**src/rtl/tpu_mac.sv**
```systemverilog
// tpu_mac: systolic-array MAC processing element (define TPUMAC_SAT_EN for saturating accumulation)
module tpu_mac #(
  parameter int BITS_AB = 8,
  parameter int BITS_C  = 16
) (
  input  logic                clk,
  input  logic                rst_n,
  input  logic                en,
  input  logic                WrEn,
  input  logic [BITS_AB-1:0]  Ain,
  input  logic [BITS_AB-1:0]  Bin,
  input  logic [BITS_C-1:0]   Cin,
  output logic [BITS_AB-1:0]  Aout,
  output logic [BITS_AB-1:0]  Bout,
  output logic [BITS_C-1:0]   Cout
);
  localparam int P = 2 * BITS_AB;
  logic signed [P-1:0]      prod;
  logic signed [BITS_C-1:0] prod_ext;
  logic signed [BITS_C-1:0] acc;
  assign prod     = P'($signed(Ain)) * P'($signed(Bin));
  assign prod_ext = BITS_C'(prod);
`ifdef TPUMAC_SAT_EN
  logic signed [BITS_C:0] sum;
  assign sum = (BITS_C+1)'($signed(Cout)) + (BITS_C+1)'(prod_ext);
  // clamp when the guard bit disagrees with the sign bit of the sum
  always_comb
    acc = (sum[BITS_C] != sum[BITS_C-1]) ?
          (sum[BITS_C] ? {1'b1, {(BITS_C-1){1'b0}}} : {1'b0, {(BITS_C-1){1'b1}}}) :
          sum[BITS_C-1:0];
`else
  assign acc = $signed(Cout) + prod_ext;
`endif
  // forward operands and load or accumulate C on every enabled edge
  always_ff @(posedge clk or negedge rst_n)
    if (!rst_n) begin
      Aout <= '0;
      Bout <= '0;
      Cout <= '0;
    end else if (en) begin
      Aout <= Ain;
      Bout <= Bin;
      Cout <= WrEn ? Cin : acc;
    end
endmodule

```
**config.mk**
```make
export PLATFORM = sky130hd
export DESIGN_NAME = tpu_mac
export DESIGN_NICKNAME = d
export VERILOG_FILES = /design/src/rtl/tpu_mac.sv
export SDC_FILE = /design/constraint.sdc
export NUM_CORES = 1
export LEC_CHECK = 0
export BUFFER_PORTS_ARGS = -buffer_cell sky130_fd_sc_hd__buf_2
export CAP_MARGIN = 20
export CORE_MARGIN = 2
export CORE_UTILIZATION = 34
export DETAILED_ROUTE_END_ITERATION = 7
export MAX_ROUTING_LAYER = met4
export PLACE_DENSITY = 0.5
export SYNTH_ARGS = -nofsm -noshare
export SYNTH_HDL_FRONTEND = slang
export SYNTH_SLANG_ARGS = --single-unit
```
**constraint.sdc**
```tcl
create_clock -name clk -period 4.7 [get_ports clk]
set_input_delay 0.94 -clock clk [delete_from_list [all_inputs] [get_ports clk]]
set_output_delay 0.94 -clock clk [all_outputs]
set_load 0.005 [all_outputs]
```
======== Word-level counts from Yosys, hierarchy flattened ========
Cells that the tools add are included.
Widths: inputs -> output; s select.
operators by class
  $add $sub $neg .......................... 1
  multipliers ............................. 1
  multiplexer cells ....................... 1
operator list
  operator        number
  $add 16x16->16  1
  $mul 8x8->16    1
  $mux 16         1
word-level totals
  flip-flop bits (word level) ............. 32
  output and inout port bits .............. 32
  logic and storage cells ................. 6

======== Logic depth before layout (Yosys ltp) ========
  word-level depth ........................ 3
  gate-level depth with buffers ........... 18
  depth with buffers taken out ............ 18

======== Worst setup path before layout ========
Ideal clock, no wire load.
  path kind ............................... input port to flip-flop
  start ................................... in Bin[0]
  end ..................................... reg Cout[10]
  data arrival time ....................... 5.326 ns
  path slack .............................. -0.757 ns
  stages on the path ...................... 15
  buffers on the path ..................... 1
  cells stage by stage .................... clkbuf_1 > and2_1 > inv_1 > fa_1 > inv_1 > fa_1 > fa_1 > fa_1 > fa_1 > ha_1 > a21oi_2 > o21bai_1 > a21oi_1 > nor4b_1 > or3_1
between the ends
  longest elaborated chain between the ends .. 3
ends and longest elaborated chain
  item                    RTL line  text
  start: declaration      11        input logic [BITS_AB-1:0] Bin,
  $mul 8x8->16            21        assign prod = P'($signed(Ain)) * P'($signed(Bin));
  $add 16x16->16          32        assign acc = $signed(Cout) + prod_ext;
  $mux 16                 43        Cout <= WrEn ? Cin : acc;
  end signal: assignment  43
  end: declaration        15        output logic [BITS_C-1:0] Cout
Every way passes these cells.
A chain may end at the register's enable or synchronous reset.

======== Final worst setup path ========
  start ................................... in Bin[0]
  end ..................................... reg Cout[15]
Same word-level chain as after synthesis.

==> results.ini <==
[final_layout]
drive_above_1_share_pct = 34.4
layout.cells.non_filler = 671
areaGrowthSynthToFinish_pct = 31.5
antenna_cells = 0
layout.nets = 667

[timing]
fin_crit_sh_pct = 102
finalSetupViolations = 4
finalMaxSlewViolations = 0
fin_crit_ns = 4.81
rsz0062_at_grt = yes
worst_slew_pin_slew_ns = 0.985
hold_slack_ns = 0.501
slew_headroom_pct = 34.3
fin_worst_skew_ns = 0.00305
worst_slack_ns = -0.110
clock.fmax_ghz = 0.208
finalHoldViolCount = 0

[logic_synthesis]
synth-edff-count = 0
syn_nets = 550
ys_types = 34
avgSynthCellArea_um2 = 10.3
yosys-top-cells-count = 74 x inv_1, 71 x fa_1, 37 x ha_1
ys.flop_type = dfrtp_1
synth_top_area_share_pct = 34.0
yosys.area.top_type = fa_1
yosys_warnings = 0
syn_inst = 406
syn_area_um2 = 4180
synth.area.top_cells = fa_1 34%, dfrtp_1 19%, ha_1 11%, inv_1 6.6%, and2_1 4.8%
synth-seq-cells = 32
async_flop_share_pct = 100
synth.most_common_cell = inv_1
ys_seq_area_share_pct = 19.1

[critical_path]
required_ns = 4.82
critPathLaunchType = primary input
critPathKind = primary input to register
r2r-end = Cout[14]
cp-endpoint = Cout[15]
r2r_cells = 18
cp-end-kind = register
critPathLaunch = Bin[0]
regToRegSetupSlack_ns = 0.36
worstReg2RegStart = Cout[4]
crit_fanout = 5
critPathArrivalTime_ns = 4.93

[detailed_routing]
ant_nets = 0
viasPerCell = 4.72
first_iter_violations = 78
wl_mm = 9.54
num_vias = 3165
drt-pass1-iter-count = 4
drcViolationCount = 0
wl_per_cell_um = 14.2

[clock_tree]
cts-root-buf = clkbuf_16
clockBufferDepth = 2
cts_sinks = 32
cts_tree = yes
clk_pin_slew_worst_paths_ns = 0.05
h-tree-depth = 2
cts_buffers = 5
clk_latency_ns = 0.27

[floorplan]
die_y_um = 115
initial_core_util_pct = 34.8
ios = 68
rows = 40
core_area_um2 = 12000
die_w_um = 115
dieArea_um2 = 13200

[global_route]
antenna_found_initial = 0
grt_use_total_pct = 16.1
grt_overflow = 0
grt_max_degree = 52
grt_pass1_wl_mm = 16.3
first_global_vias = 3412

[placed_design]
portBuffers = 67
hpwl_mm = 8.11
gp_congestion = 0.871
pre_cts_ws_ns = -0.532
dp_cells = 659

[run]
maxCapViolCount = 0

[hold_path]
holdPathStages = 1
min_path_type = register to register

[status]
violations = setup timing
status = finished with violations

## stage by stage
stage                     utilization (%)  TNS (ns)  instance area (µm²)
after floorplan                         -     -1.16                 4270
after global routing                 45.8     -1.52                 5500
after detailed placement             42.4     -3.40                 5090
after global placement               42.4     -3.31                 5090
final                                45.8    -0.319                 5500
after CTS                            45.3    -0.352                 5440
## worst max-delay path, cell delays in order
cell,delay (ns)
buf_8,0.09
and2_4,0.15
inv_2,0.03
fa_1,0.49
inv_2,0.04
fa_1,0.49
fa_1,0.57
fa_1,0.44
fa_1,0.52
ha_4,0.33
o21ai_4,0.07
o21bai_4,0.15
o211ai_1,0.15
a31oi_1,0.21
xnor2_1,0.14
o221ai_1,0.12
## final cells by class
cell class	instances	area (µm²)
clock buffers	8	146
flip-flops and latches	32	801
repair buffers	121	788
fillers	1167	6510
well taps	147	184
multi-input cells	288	3290
inverters	75	287
## layer usage
layer  vias to the layer above  GRT usage (%)  share of wire (%)
met3                         7           2.27                2.9
met2                        50           28.2                 54
met1                      1604           19.8                 42
met4                         0           3.61                1.3
li1                       1504              -                  -
met5                         -              -                  0
## cell families after synthesis
family          after synthesis  share of synthesized area (%)
simple gates                 94                           11.3
flops                        32                           19.1
buf+inv                      86                           7.72
compound gates               43                           6.61
xor+xnor                     19                           3.98
mux                          24                           6.22
fa+ha+maj                   108                           45.0
## cell usage in the layout (no fill, tap or decap), types with 2 or more instances in the layout
master     count
a21o_1         4
a21oi_1       15
a21oi_2        2
and2_1        29
and2_4         3
buf_2         60
buf_4         55
buf_6          4
buf_8          2
clkbuf_1       2
clkbuf_16      5
dfrtp_1       32
fa_1          68
fa_2           3
ha_1          26
ha_4          10
inv_1         71
inv_2          3
mux2_2        16
mux2i_1        8
nand2_1       23
nand2_2        3
nand2b_1       4
nand3_1        3
nand4_1        2
nor2_1        20
o211ai_1       3
o21ai_0        3
o21bai_1       2
o221ai_1       2
xnor2_1       17
## registers in the layout (all words and copies together), names as in the netlist
| signal | cells |
|---|---|
| Aout | 8 |
| Bout | 8 |
| Cout | 16 |
## worst min path at each step
stage	endpoint	startpoint	slack, ns
finish	Aout[1]	Aout[1]	0.50
global route	Aout[1]	Aout[1]	0.52
CTS	Aout[1]	Aout[1]	0.51
detailed placement	Aout[1]	Aout[1]	0.49
global placement	Bout[1]	Bout[1]	0.49
floorplan	Aout[0]	Aout[0]	0.51
## timing repair
item / 4_1_cts / 5_1_grt
pin swaps: 35 / 7
hold buffers: 0 / 0
buffers inserted: 3 / 1
gates resized for setup: 38 / 11
setup endpoints to repair: 7 / 9
Power is not shown: default switching activity piles up to over one toggle a cycle in this logic, so the estimate is an artifact.
